$ cat src/rtl/cspc_port_gather_pkg.sv
// Helpers shared by the CSPC gather stage and the major-clock interface:
// ceiling log2 for pointer/occupancy sizing and the port-slice packing rule.
package cspc_port_gather_pkg;

  function automatic int clog2(input int value);
    int result;
    int v;
    result = 0;
    v = value - 1;
    while (v > 0) begin
      result = result + 1;
      v = v >> 1;
    end
    return result;
  endfunction

  // Port i occupies bits [i*width +: width] of every packed port bus.
  function automatic int slice_lo(input int port, input int width);
    return port * width;
  endfunction

endpackage

$ cat src/rtl/cspc_gather_fifo.sv
// Per-port synchronous FIFO: head is a combinational read of the storage array,
// occupancy is held explicitly so full/empty come straight from registers.
module cspc_gather_fifo
  import cspc_port_gather_pkg::*;
#(
  parameter int WIDTH = 16,
  parameter int DEPTH = 4,
  localparam int AW   = clog2(DEPTH),
  localparam int CNT_W = AW + 1
) (
  input  logic             clk,
  input  logic             rst,
  input  logic             push,
  input  logic             pop,
  input  logic [WIDTH-1:0] data_in,
  output logic [WIDTH-1:0] data_out,
  output logic             full,
  output logic             empty,
  output logic [CNT_W-1:0] count
);

  logic [WIDTH-1:0] mem_reg [DEPTH];
  logic [AW-1:0]    wr_ptr_reg;
  logic [AW-1:0]    rd_ptr_reg;
  logic [CNT_W-1:0] count_reg;
  logic [CNT_W-1:0] count_next;
  logic             do_push;
  logic             do_pop;

  // A full FIFO refuses a push even when it pops in the same cycle.
  assign do_push = push & ~full;
  assign do_pop  = pop & ~empty;

  always_ff @(posedge clk) begin
    if (do_push) begin
      mem_reg[wr_ptr_reg] <= data_in;
    end
  end

  always_comb begin
    count_next = count_reg;
    case ({do_push, do_pop})
      2'b10:   count_next = count_reg + CNT_W'(1);
      2'b01:   count_next = count_reg - CNT_W'(1);
      default: count_next = count_reg;
    endcase
  end

  always_ff @(posedge clk) begin
    if (rst) begin
      wr_ptr_reg <= '0;
      rd_ptr_reg <= '0;
      count_reg  <= '0;
    end else begin
      if (do_push) begin
        wr_ptr_reg <= wr_ptr_reg + AW'(1);
      end
      if (do_pop) begin
        rd_ptr_reg <= rd_ptr_reg + AW'(1);
      end
      count_reg <= count_next;
    end
  end

  assign data_out = mem_reg[rd_ptr_reg];
  assign full     = (count_reg == CNT_W'(DEPTH));
  assign empty    = (count_reg == '0);
  assign count    = count_reg;

endmodule

$ cat src/rtl/cspc_port_gather.sv
// Gathers NUM_PORTS independent streams into one aligned parallel word once
// every port FIFO holds data; single flow-controlled output register.
module cspc_port_gather
  import cspc_port_gather_pkg::*;
#(
  parameter int NUM_PORTS   = 4,
  parameter int WIDTH       = 16,
  parameter int DEPTH       = 4,
  parameter int COUNT_WIDTH = 16
) (
  input  logic                       clk,
  input  logic                       rst,
  input  logic [NUM_PORTS*WIDTH-1:0] data_in,
  input  logic [NUM_PORTS-1:0]       avail_in,
  output logic [NUM_PORTS-1:0]       ready_in,
  output logic [NUM_PORTS*WIDTH-1:0] data_outarray,
  output logic                       avail_outarray,
  input  logic                       ready_outarray,
  output logic [COUNT_WIDTH-1:0]     gather_count
);

  localparam int CNT_W = clog2(DEPTH) + 1;

  logic [NUM_PORTS-1:0]       full_vec;
  logic [NUM_PORTS-1:0]       empty_vec;
  logic [NUM_PORTS*WIDTH-1:0] head_flat;
  // Per-port occupancy is only observed in simulation/debug.
  logic [NUM_PORTS*CNT_W-1:0] occupancy_unused;

  logic [NUM_PORTS*WIDTH-1:0] data_out_reg;
  logic                       avail_out_reg;
  logic [COUNT_WIDTH-1:0]     gather_count_reg;
  logic                       out_free;
  logic                       fire;

  generate
    for (genvar gi = 0; gi < NUM_PORTS; gi++) begin : g_port
      cspc_gather_fifo #(
        .WIDTH(WIDTH),
        .DEPTH(DEPTH)
      ) u_fifo (
        .clk     (clk),
        .rst     (rst),
        .push    (avail_in[gi] & ready_in[gi]),
        .pop     (fire),
        .data_in (data_in[slice_lo(gi, WIDTH) +: WIDTH]),
        .data_out(head_flat[slice_lo(gi, WIDTH) +: WIDTH]),
        .full    (full_vec[gi]),
        .empty   (empty_vec[gi]),
        .count   (occupancy_unused[gi*CNT_W +: CNT_W])
      );
    end
  endgenerate

  // Ready depends only on registered occupancy, never on ready_outarray.
  assign ready_in = ~full_vec & {NUM_PORTS{~rst}};

  assign out_free = ~avail_out_reg | ready_outarray;
  assign fire     = (&(~empty_vec)) & out_free;

  always_ff @(posedge clk) begin
    if (rst) begin
      data_out_reg     <= '0;
      avail_out_reg    <= 1'b0;
      gather_count_reg <= '0;
    end else if (fire) begin
      data_out_reg     <= head_flat;
      avail_out_reg    <= 1'b1;
      gather_count_reg <= gather_count_reg + COUNT_WIDTH'(1);
    end else if (ready_outarray) begin
      avail_out_reg <= 1'b0;
    end
  end

  assign data_outarray  = data_out_reg;
  assign avail_outarray = avail_out_reg;
  assign gather_count   = gather_count_reg;

endmodule

$ cat config.mk
export PLATFORM = sky130hd
export DESIGN_NAME = cspc_port_gather
export DESIGN_NICKNAME = d
export VERILOG_FILES = /design/src/rtl/cspc_port_gather_pkg.sv /design/src/rtl/cspc_gather_fifo.sv /design/src/rtl/cspc_port_gather.sv
export SDC_FILE = /design/constraint.sdc
export NUM_CORES = 1
export LEC_CHECK = 0
export ABC_AREA = 1
export CAP_MARGIN = 20
export CORE_MARGIN = 3
export CORE_UTILIZATION = 54
export DETAILED_ROUTE_END_ITERATION = 10
export PLACE_DENSITY = 0.89
export SLEW_MARGIN = 20
export SYNTH_ARGS = -nofsm -noshare
export SYNTH_HDL_FRONTEND = slang
export SYNTH_HIERARCHICAL = 1
export SYNTH_SLANG_ARGS = --single-unit
$ cat constraint.sdc
create_clock -name clk -period 2.7 [get_ports clk]
set_input_delay 0.54 -clock clk [delete_from_list [all_inputs] [get_ports clk]]
set_output_delay 0.54 -clock clk [all_outputs]
set_load 0.01 [all_outputs]
After elaboration in Yosys (flattened, before gate mapping)
Memories as Yosys holds them, arrays and structs flattened. A register that Yosys moved wholly into a read port is not among the register bits.
Index checks and enable logic that the tools add are counted.
{"block": "word_totals", "regBits": 45, "ram_bits": 256, "in_bits": 71, "output_inout_bits": 85, "mem_count": 4}
{"block": "classes", "addsub": 17, "n_eq_ne": 12, "muxes": 14, "bitwise": 27, "n_reduce_logical": 10}
{"name": "g_port[0].u_fifo.mem_reg", "depth": 4, "width": 16, "read_ports": 1, "rd_ports_with_merged_regs": 1, "wr": 1, "line": "cspc_gather_fifo.sv:22", "text": "logic [WIDTH-1:0] mem_reg [DEPTH];"}
{"name": "g_port[1].u_fifo.mem_reg", "depth": 4, "width": 16, "read_ports": 1, "rd_ports_with_merged_regs": 1, "wr": 1, "line": "cspc_gather_fifo.sv:22"}
{"name": "g_port[2].u_fifo.mem_reg", "depth": 4, "width": 16, "read_ports": 1, "rd_ports_with_merged_regs": 1, "wr": 1, "line": "cspc_gather_fifo.sv:22"}
{"name": "g_port[3].u_fifo.mem_reg", "depth": 4, "width": 16, "read_ports": 1, "rd_ports_with_merged_regs": 1, "wr": 1, "line": "cspc_gather_fifo.sv:22"}
{"op": "one-hot mux 3 bit (2 select lines)", "n": 4}
{"op": "adder 16 x 1 -> 16 bit, second input constant", "n": 1}
{"op": "adder 2 x 1 -> 2 bit, second input constant", "n": 8}
{"op": "AND 1 bit", "n": 13}
{"op": "adder 3 x 1 -> 3 bit, second input constant", "n": 4}
{"op": "equality test 3 bit, second input constant", "n": 4}
{"op": "zero test 3 bit", "n": 4}
{"op": "subtractor 3 x 1 -> 3 bit, second input constant", "n": 4}
{"op": "2-to-1 mux 1 bit", "n": 10}
{"op": "NOT 1 bit", "n": 10}
{"op": "nonzero test 2 bit", "n": 5}
{"op": "equality test 2 x 1 -> 1 bit, second input constant", "n": 4}
{"op": "equality test 2 bit, second input constant", "n": 4}
{"op": "NOT 4 bit", "n": 2}
{"op": "AND 4 bit", "n": 1}
{"op": "AND reduction 4 bit", "n": 1}
{"op": "OR 1 bit", "n": 1}

Logic depth before layout (Yosys ltp)
Gate-level depths: netlist of run 1.
{"block": "depth", "word_depth": 7, "ltp_mapped": 18, "ltp_nobuf": 17}

By module
The synthesis of run 1 kept the hierarchy.
{"mod": "cspc_gather_fifo", "n_inst": 4, "cells_each": 224, "area_each_um2": 2849.0, "seq_area_each_um2": 2102.0}
{"mod": "cspc_port_gather", "n_inst": 1, "cells_each": 420, "area_each_um2": 3145.5, "seq_area_each_um2": 1621.6}

Worst setup path before layout of run 1
Ideal clock, no wire load.
{"block": "synth_timing", "kind": "input to register", "startpoint": "input rst", "endpoint": "memory g_port[0].u_fifo.mem_reg[0][0] (enable)", "setup_time_ps": 389, "arrival_ps": 2043, "slack_ps": 268, "stages": 5, "cell_sequence": "buf_2 buf_2 nor3b_1 nand2_2 nor2_1"}
{"block": "synth_between", "elab_chain_len": 6}
{"element": "from (decl)", "line": "cspc_port_gather.sv:12", "text": "input logic rst,"}
{"element": "NOT 1 bit", "line": "cspc_port_gather.sv:56", "text": "assign ready_in = ~full_vec & {NUM_PORTS{~rst}};"}
{"element": "AND 4 bit", "line": "cspc_port_gather.sv:56"}
{"element": "AND 1 bit", "line": "cspc_port_gather.sv:44", "text": ".push (avail_in[gi] & ready_in[gi]),"}
{"element": "AND 1 bit", "line": "cspc_gather_fifo.sv:31", "text": "assign do_push = push & ~full;"}
{"element": "2-to-1 mux 1 bit", "line": "cspc_gather_fifo.sv:35", "text": "if (do_push) begin"}
{"element": "2-to-1 mux 1 bit (implied by the code)", "line": "cspc_gather_fifo.sv:36", "text": "mem_reg[wr_ptr_reg] <= data_in;"}
{"element": "to (decl)", "line": "cspc_gather_fifo.sv:22"}
Every way passes these cells.

Worst setup path in the final report of run 1
{"block": "layout_timing", "startpoint": "register g_port[0].u_fifo.count_reg[1]", "endpoint": "output ready_in[0]"}
{"block": "layout_between", "elab_chain_len": 3}
{"element": "from (decl)", "line": "cspc_gather_fifo.sv:25", "text": "logic [CNT_W-1:0] count_reg;"}
{"element": "from (signal assigned)", "line": "cspc_gather_fifo.sv:61", "text": "count_reg <= count_next;"}
{"element": "equality test 3 bit", "line": "cspc_gather_fifo.sv:66", "text": "assign full = (count_reg == CNT_W'(DEPTH));"}
{"element": "net full_vec[0]", "line": "cspc_port_gather.sv:24", "text": "logic [NUM_PORTS-1:0] full_vec;"}
{"element": "NOT 4 bit", "line": "cspc_port_gather.sv:56"}
{"element": "AND 4 bit", "line": "cspc_port_gather.sv:56"}
{"element": "to (decl)", "line": "cspc_port_gather.sv:15", "text": "output logic [NUM_PORTS-1:0] ready_in,"}
The timed path passes the listed nets, and every way through them passes these cells.

==> key figures, run 1 <==
Synthesis
  – Syn_area_per_cell: 11.0 um^2
  – Register area share after synthesis: 0.690
  – Netlist cell types: 28
  – Synthesized instance count: 1316
  – Synth warn: 6
  – Register bit total from synthesis: 373
  – Syn Nets: 1412
  – Synthesized area: 14500 um^2

Clock network
  – CTS Buf Count: 38
  – CTS tree: done
  – Cts hold-fix bufs: 0
  – Post-cts sizing count: 0
  – Worst-Skew Late Latency: 0.52 ns
  – H-Tree Depth: 2
  – Clock sinks: 373
  – Worst-case clock buffer depth: 3
  – CTS clk-pin slew, worst paths: 0.06 ns
  – Setup bufs post-CTS: 0
  – CTS root buffer: clkbuf_16

Setup path
  – Worst setup SP type: register
  – WP data arrival: 1.89 ns
  – R2R depth: 17
  – Worst R2R Setup Slack: roughly 0.3 ns
  – Levels on crit path: 5
  – Worst path slowest cell: clkdlybuf4s50_1
  – Slowest stage delay, CP: around 0.60 ns
  – Setup CP Type: reg -> out
  – Worst Path Max Fanout: 4
  – CP delay by family, top: buffers and inverters
  – Crit path cell chain: nor2_2 -> nand2_2 -> inv_1 -> nor2_1 -> clkdlybuf4s50_1
  – WP buf/inv: 2
  – Endpoint type of the worst setup path: output port
  – Critical Path RT: 2.16 ns

Global route
  – Global-route wire length before repair: approximately 50000 um
  – GRT overflow: 0
  – Initial antenna violation count: 0
  – Tot GR Track Use: 0.217
  – Number of global-route vias before repair: 10200
  – Largest net degree at the start of global routing: 45

Pwr
  – Pwr Total: 12300 uW
  – P_leak: 0.00630 uW
  – Max rail drop VDD: a little under 0.5 mV
  – Power Density: 689 nW/um^2

Timing
  – RSZ-0062 raised after global routing: false
  – Max Fclk: 411 MHz
  – Hold Slack: 0.412 ns
  – Final worst-path setup slack: 0.269 ns
  – Slew margin rel.: 0.533
  – Fin crit share: 0.900
  – Period minus WS final: 2.43 ns
  – Worst slew pin tran: 0.700 ns
  – Slew Viols, Final: 0
  – Final Hold Viols: 0
  – Worst Clk Skew: 0.0164 ns
  – Final setup vio count: 0

Die
  – CORE AREA: 26300 um^2
  – I/O pin count: between 150 and 200
  – FP Rows: 59
  – Initial Util: 0.553
  – Die width: 170 um
  – Die Area: about 29000 um^2
  – Die height: 170 um

Routing
  – Total Routed Length: 32200 um
  – Vias: between 10000 and 15000
  – DRT iter0 DRCs: 860
  – DR DRC count: 0
  – Post-DRT Antenna Nets: 0
  – WL/cell: between 15 and 20 um
  – Drt first pass iters: 7
  – DR vias/cell: 5.58

Final layout
  – Final-stage net count: 1586
  – FILL cells: 1810
  – Commonest cells after routing, fill and taps aside: 256 x edfxtp_1, 211 x nand2_1, 191 x nor2_1
  – Max FFs per register: 256
  – Area Overhead vs Synth: 22.6%
  – ANT cells: 0
  – Commonest non-fill, non-tap cell in the layout: edfxtp_1
  – Fin area: around 18000 um^2
  – Post-Route Utilization: 0.678
  – Share of cells above drive strength 1: 0.0862

Placement
  – I/O Buffers: between 150 and 200
  – Dpl ws: -0.0468 ns
  – Detailed Place HPWL: 19900 um
  – Final RePlAce weighted congestion: 0.859
  – DP Area: 16500 um^2

Min path
  – Hold Path Class: in -> reg
  – Hold Path Depth: 2

Flow run
  – Max cap viols: 0

Status
  – Run status: finished, final reports clean
[cell usage after synthesis (all sizes together)]
cell type,n,area share
buf,44,0.017
o21bai,2,0.0010
dfxtp,117,0.16
nor3,1,0.00034
nand4,5,0.0030
inv,97,0.025
clkbuf,12,0.0031
edfxtp,256,0.53
o22ai,64,0.028
a21oi,92,0.032
ha,21,0.018
o21ai,139,0.048
nand3,29,0.011
fa,4,0.0055
nand2,221,0.059
nor3b,7,0.0036
nor2,204,0.056
xor2,1,0.00060
[worst register-to-register path: cells and delay by family, from the launching register on]
family	cells	cell delay, ns
and+or+nand+nor	11	1.04
DFF	1	0.36
adders and majority gates	2	0.56
buffers and inverters	4	0.34
[metrics by stage]
step           instances  setup TNS, ns
4_1_cts             1855              0
3_3_place_gp        1785              0
6_report            1855              0
2_1_floorplan       1316              0
5_1_grt             1855              0
3_5_place_dp        1785        -0.0849
[layout make-up]
| class | count | area, um^2 | share of cell area |
|---|---|---|---|
| clock buffers | 53 | 1100 | 0.0618 |
| clock inverters | 17 | 248 | 0.0139 |
| inverters | 97 | 364 | 0.0204 |
| multi-input cells | 790 | 3850 | 0.216 |
| flip-flops and latches | 373 | 10000 | 0.563 |
| well taps | 335 | 419 | 0.0235 |
| repair buffers | 190 | 1810 | 0.102 |
[worst paths after layout]
path | startpoint | endpoint
max | g_port[0].u_fifo/count[1] | ready_in[0]
min | rst | data_outarray[63]
max reg2reg | g_port[3].u_fifo/count[1] | g_port[1].u_fifo/count[2]
min reg2reg | data_outarray[55] | data_outarray[55]
[layer usage]
layer,wire length [um],GRT usage,up-vias
met5,0,0,-
met4,1110,0.0896,0
met3,2340,0.0323,88
met2,16300,0.382,468
met1,12400,0.268,4906
li1,-,-,4883
[power breakdown]
group / total [uW] / leakage (uW) / switching [uW] / internal, uW
Sequential: 6260 / 0.00327 / 40.4 / 6220
Clock: 5530 / 0.000664 / 2090 / 3440
Combinational: 501 / 0.00237 / 294 / 207
[cell families after synthesis]
group	count (synthesis)	share of synthesized area
buffers and inverters	153	0.0452
AO/OA/AOI/OAI	297	0.108
adder cells (fa/ha/maj)	25	0.0236
AND/OR/NAND/NOR	467	0.133
XOR/XNOR	1	0.000602
flip-flops	373	0.690
No activity file was read; power rests on OpenSTA's default activity.
==> inputs of run 2 (changes only) <==
--- a/config.mk
+++ b/config.mk
@@ -14,5 +14,4 @@
 export SLEW_MARGIN = 20
 export SYNTH_ARGS = -nofsm -noshare
 export SYNTH_HDL_FRONTEND = slang
-export SYNTH_HIERARCHICAL = 1
 export SYNTH_SLANG_ARGS = --single-unit
==> key figures, run 2 <==
Synthesis
  – Syn Nets: between 1000 and 1500
  – Synthesized instance count: between 1000 and 1500
  – Most common cell in the netlist: nor2_1
  – Post-synth EDFFs: 256
  – Register bit total from synthesis: ~370
  – Top cells by count, synth: 373 x nor2_1, 256 x edfxtp_1, 254 x o21ai_0
  – Register area share after synthesis: 0.684
  – Synthesized area: 14400 um^2
  – Main synth FF type: edfxtp_1
  – Netlist cell types: 28
  – Largest area contributor in the netlist: edfxtp_1
  – Syn_area_per_cell: 10.8 um^2
  – Post-synthesis async set-or-reset flop share: 0
  – Post-synth top area share: 0.532
  – Synth warn: 0
  – Largest cells by area after synthesis: edfxtp_1 53%, dfxtp_1 15%, nor2_1 9.7%, o21ai_0 8.8%, ha_1 1.8%

Pwr
  – Internal power: slightly below 10000 uW
  – Power Density: a little under 700 nW/um^2
  – Max rail drop VDD: 0.511 mV
  – Clock share of power: 0.445
  – Pwr Total: approximately 12000 uW
  – Sequential share of power: 0.511
  – Net Sw Frac: 0.201
  – P_leak: 0.00622 uW
  – Net Switching: ~2400 uW
  – Combinational Power Share: 0.045

Timing
  – Period minus WS final: 2.33 ns
  – Slew margin rel.: 0.348
  – RSZ-0062 raised after global routing: false
  – Max Fclk: 429 MHz
  – Final Hold Viols: 0
  – Worst slew pin tran: 0.977 ns
  – Slew Viols, Final: 0
  – Worst Clk Skew: around 0.015 ns
  – Fin crit share: 0.863
  – Final setup vio count: 0
  – Setup TNS: 0 ns

Routing
  – WL/cell: roughly 17 um
  – DR vias/cell: between 5 and 6
  – Vias: 10100
  – DR DRC count: 0
  – DRT iter0 DRCs: 777
  – Total Routed Length: 31000 um
  – Drt first pass iters: 5
  – Post-DRT Antenna Nets: 0

Clock network
  – CTS clk-pin slew, worst paths: ~0.060 ns
  – CTS Buf Count: 38
  – H-Tree Depth: 2
  – Worst-Skew Late Latency: about 0.5 ns
  – CTS tree: done
  – Worst-case clock buffer depth: 3
  – Setup bufs post-CTS: 0
  – Clock sinks: 365
  – CTS root buffer: clkbuf_16

Global route
  – Tot GR Track Use: 0.210
  – Number of global-route vias before repair: between 9000 and 10000
  – GRT overflow: 0
  – Largest net degree at the start of global routing: 75
  – Initial antenna violation count: 0
  – Global-route wire length before repair: 48800 um

Setup path
  – Reg2reg start: g_port[0].u_fifo.count[2]
  – Capturing point of the worst reg2reg path: g_port[0].u_fifo.count[2]
  – Worst R2R Setup Slack: roughly 0.52 ns
  – Endpoint type of the worst setup path: output port
  – Worst path slowest cell: clkdlybuf4s50_1
  – Setup CP Type: reg -> out
  – Worst Path Max Fanout: 4
  – Slowest stage delay, CP: 0.65 ns
  – Worst setup SP type: register
  – WP data arrival: 1.79 ns
  – Critical Path RT: 2.16 ns
  – R2R depth: 13
  – Crit path cell chain: inv_2 -> a31oi_4 -> clkdlybuf4s50_1

Min path
  – Hold Path Class: reg -> reg
  – End of the worst hold path: data_outarray[9]
  – Hold Path Origin: data_outarray[9]
  – Hold Path Depth: 2

Final layout
  – Final-stage net count: 1601
  – Max FFs per register: 256
  – Commonest non-fill, non-tap cell in the layout: nor2_1
  – Share of cells above drive strength 1: 0.0821
  – FILL cells: 1824
  – Commonest cells after routing, fill and taps aside: 373 x nor2_1, 256 x edfxtp_1, 254 x o21ai_0
  – Area Overhead vs Synth: 22.8%

Die
  – Die width: 170 um
  – I/O pin count: about 160
  – CORE AREA: 26100 um^2
  – FP Rows: 59
  – Die Area: 28700 um^2
  – Die height: 170 um
  – Initial Util: 0.552

Placement
  – I/O Buffers: 155
  – Final RePlAce weighted congestion: 0.794
  – Detailed Place HPWL: 18700 um

Status
  – Run status: finished, final reports clean

Flow run
  – Max cap viols: 0
[run 2: repair_timing]
item                                    in CTS  in global routing
endpoints found under the setup margin       1                  2
cloned                                       0                  0
hold buffers                                 0                  0
gates resized for setup                      1                  3
[run 2: cell families after synthesis]
| group | Yosys count | synth area share |
|---|---|---|
| AND/OR/NAND/NOR | 482 | 0.133 |
| buffers and inverters | 140 | 0.0439 |
| AO/OA/AOI/OAI | 320 | 0.111 |
| XOR/XNOR | 8 | 0.00485 |
| adder cells (fa/ha/maj) | 25 | 0.0237 |
| flip-flops | 365 | 0.684 |
[run 2: worst max-delay path by stage]
stage	slack, ns	to	from	cells after the start
after CTS	0.03	ready_in[3]	rst	3
final	0.37	ready_in[0]	g_port[0].u_fifo.count[1]	3
after floorplan	0.31	g_port[0].u_fifo.mem_reg[0][0]	rst	4
after global placement	0.04	ready_in[0]	rst	3
after detailed placement	-0.03	ready_in[0]	rst	3
after global routing	0.29	ready_in[0]	g_port[0].u_fifo.count[1]	3
[run 2: layer usage]
metal	up-vias	routed length, um	global-route usage
met2	344	16000	0.377
met4	0	454	0.0605
met1	4797	12600	0.259
met3	46	1930	0.0415
met5	-	0	0
li1	4911	-	-
[run 2: final cells by class]
type                            instances  area (um^2)  share of cell area
Antenna cell                            1         2.50            0.000141
Clock buffer                           53         1120              0.0633
Clock inverter                         17          189              0.0107
Inverter                               65          245              0.0138
Multi-Input combinational cell        835         3960               0.223
Sequential cell                       365         9870               0.557
Tap cell                              335          419              0.0236
Timing Repair Buffer                  200         1930               0.109
[run 2: per-stage QoR]
stage	area (um^2)	std cells	hold WS, ns	util	setup WS (ns)
6_report	17700	1871	0.481	0.679	0.370
5_1_grt	17700	1870	0.503	0.678	0.287
4_1_cts	17700	1870	0.482	0.678	0.0305
3_5_place_dp	16400	1800	0.467	0.627	-0.0268
3_3_place_gp	16400	1800	0.454	0.627	0.0355
2_1_floorplan	14400	1340	0.442	-	0.306
[run 2: critical path, delay by kind of cell, from the launching register on]
| kind | cells | cell delay (ns) |
|---|---|---|
| buf+inv | 2 | 0.72 |
| flops | 1 | 0.35 |
| compound gates | 1 | 0.20 |
[run 2: power by group through the flow]
stage                     Sequential, uW  Combinational, uW  Clock, uW
after global placement              6270                506          0
after floorplan                     6270                248          0
after CTS                           6160                540       5460
final                               6160                539       5360
after global routing                6160                603       5680
after detailed placement            6280                533          0
==> inputs of run 3 (changes only) <==
--- a/config.mk
+++ b/config.mk
@@ -8,10 +8,11 @@
 export ABC_AREA = 1
 export CAP_MARGIN = 20
 export CORE_MARGIN = 3
-export CORE_UTILIZATION = 54
+export CORE_UTILIZATION = 51
 export DETAILED_ROUTE_END_ITERATION = 10
-export PLACE_DENSITY = 0.89
+export PLACE_DENSITY = 0.88
 export SLEW_MARGIN = 20
 export SYNTH_ARGS = -nofsm -noshare
 export SYNTH_HDL_FRONTEND = slang
+export SYNTH_HIERARCHICAL = 1
 export SYNTH_SLANG_ARGS = --single-unit
==> constraint.sdc (replaced) <==
create_clock -name clk -period 1.9 [get_ports clk]
set_input_delay 0.38 -clock clk [delete_from_list [all_inputs] [get_ports clk]]
set_output_delay 0.38 -clock clk [all_outputs]
set_load 0.01 [all_outputs]
==> key figures, run 3 (synthesis gave the netlist of run 1 again) <==
Die
  – Die height: 175 um
  – Die width: 175 um
  – FP Rows: 61
  – Initial Util: 0.521
  – I/O pin count: 156
  – CORE AREA: 27900 um^2
  – Die Area: 30600 um^2

Clock network
  – H-Tree Depth: 2
  – Clock sinks: between 300 and 400
  – Cts hold-fix bufs: 0
  – CTS Buf Count: 39
  – Worst-case clock buffer depth: 3
  – Worst-Skew Late Latency: 0.51 ns
  – CTS tree: done
  – CTS root buffer: clkbuf_16
  – CTS clk-pin slew, worst paths: 0.06 ns

Final layout
  – Non-Filler Instances: 1960
  – Commonest cells after routing, fill and taps aside: 256 x edfxtp_1, 200 x nand2_1, 173 x nor2_1
  – Share of cells above drive strength 1: 0.177
  – Final-stage net count: 1648
  – Fin area: approximately 19000 um^2
  – Commonest non-fill, non-tap cell in the layout: edfxtp_1
  – Area Overhead vs Synth: 29.3%
  – Max FFs per register: about 260

Timing
  – Slew margin rel.: 0.621
  – Worst Clk Skew: about 0.014 ns
  – Slew Viols, Final: 0
  – RSZ-0062 raised after global routing: true
  – Final worst-path setup slack: -0.168 ns
  – Final Hold Viols: 0
  – Hold Slack: 0.249 ns
  – Period minus WS final: 2.07 ns
  – Max Fclk: 483 MHz
  – Final setup vio count: 8
  – Worst slew pin tran: 0.567 ns
  – Fin crit share: 1.09

Pwr
  – Internal power: 13700 uW
  – P_leak: 0.00670 uW
  – Power Density: 914 nW/um^2
  – Combinational Power Share: 0.052
  – Pwr Total: between 15000 and 20000 uW
  – Net Sw Frac: 0.206
  – Max rail drop VDD: 0.825 mV
  – Clock share of power: 0.430
  – Net Switching: 3540 uW
  – Sequential share of power: 0.518

Setup path
  – WP data arrival: 2.50 ns
  – Endpoint type of the worst setup path: register
  – Setup CP Type: reg -> reg
  – Worst Path Max Fanout: 3
  – Critical Path RT: 2.33 ns
  – Worst setup SP type: register

Global route
  – Largest net degree at the start of global routing: 40
  – Number of global-route vias before repair: 10600
  – Tot GR Track Use: 0.211
  – Initial antenna violation count: 1
  – Global-route wire length before repair: 52400 um
  – GRT overflow: 0

Routing
  – Total Routed Length: 33100 um
  – Drt first pass iters: 5
  – DRT iter0 DRCs: around 870
  – WL/cell: roughly 17 um
  – Vias: 10500
  – DR DRC count: 0
  – DR vias/cell: 5.38
  – Post-DRT Antenna Nets: 0

Status
  – Run status: finished, violations left
  – Failing checks: negative setup slack

Placement
  – Detailed Place HPWL: 21200 um
  – I/O Buffers: 155
  – Placed Cells: 1881
  – Final RePlAce weighted congestion: 0.818
  – DP Area: around 17000 um^2

Flow run
  – Max cap viols: 0

Min path
  – Hold Path Class: in -> reg
==> run 3: changes by cell type in the layout (fill, tap and decap cells not counted), sizes merged, moves of 4 or more <==
cell           delta
o22ai            +64
nor3b             +7
nand3             +8
o21ai           -143
nand2           +155
dfxtp             +8
buf              +53
clkdlybuf4s50     -6
a21oi            +56
nand4             -5
nor2            -180
inv              +34
xor2              -4
==> run 3: layer usage <==
metal | GRT usage | share of wire
met1 | 0.256 | 0.39
met4 | 0.0675 | 0.025
met5 | 0 | 0
met2 | 0.380 | 0.52
met3 | 0.0400 | 0.065
==> run 3: power groups by stage <==
stage | clock network, uW | logic (uW) | registers [uW]
3_5_place_dp | 0 | 850 | 9060
5_1_grt | 7870 | 977 | 8900
2_1_floorplan | 0 | 369 | 9060
3_3_place_gp | 0 | 815 | 9050
4_1_cts | 7540 | 864 | 8890
6_report | 7390 | 900 | 8900
==> run 3: path summary, 6_finish.rpt <==
path | start | endpoint | slack (ns) | depth (start not counted)
setup / recovery | g_port[0].u_fifo/count[1] | g_port[1].u_fifo/count[2] | -0.17 | 17
hold / removal | rst | data_outarray[33] | 0.25 | 2
setup reg to reg | g_port[0].u_fifo/count[1] | g_port[1].u_fifo/count[2] | -0.17 | 17
hold reg to reg | data_outarray[53] | data_outarray[53] | 0.46 | 2
==> run 3: area by class of cell <==
type,instances,area [um^2]
sequential,373,10100
fill,1969,9130
multi-input combinational,790,4140
timing repair buffer,251,2500
clock buffer,52,1070
tap,378,473
inverter,97,379
clock inverter,18,186
antenna,1,2.50
==> run 3: repair_timing <==
item	CTS	global route
gates cloned	0	2
pin swaps	12	10
setup endpoints to repair	32	196
gates resized for setup	30	36
buffers inserted	3	3
==> run 3: worst max-delay path, stage by stage (launching register included) <==
cell and delay (ns):
dfxtp_2 0.35, nor2_2 0.05, nand2_2 0.07, inv_2 0.04, nor2_4 0.11, nand2_2 0.08
nor2_4 0.11, buf_6 0.14, nand2_4 0.05, inv_4 0.05, ha_4 0.12, inv_2 0.04
fa_2 0.37, nand2_2 0.09, nand3_2 0.09, nand2_1 0.08, nand2_1 0.05, nor2_1 0.09
==> run 3: through the flow <==
| stage | setup WS [ns] | util | setup TNS, ns |
|---|---|---|---|
| after floorplan | -0.244 | - | -14.06 |
| after global placement | -0.479 | 0.620 | -28.92 |
| after detailed placement | -0.537 | 0.620 | -35.99 |
| after CTS | -0.133 | 0.667 | -0.676 |
| after global routing | -0.279 | 0.673 | -1.74 |
| final | -0.168 | 0.673 | -0.499 |
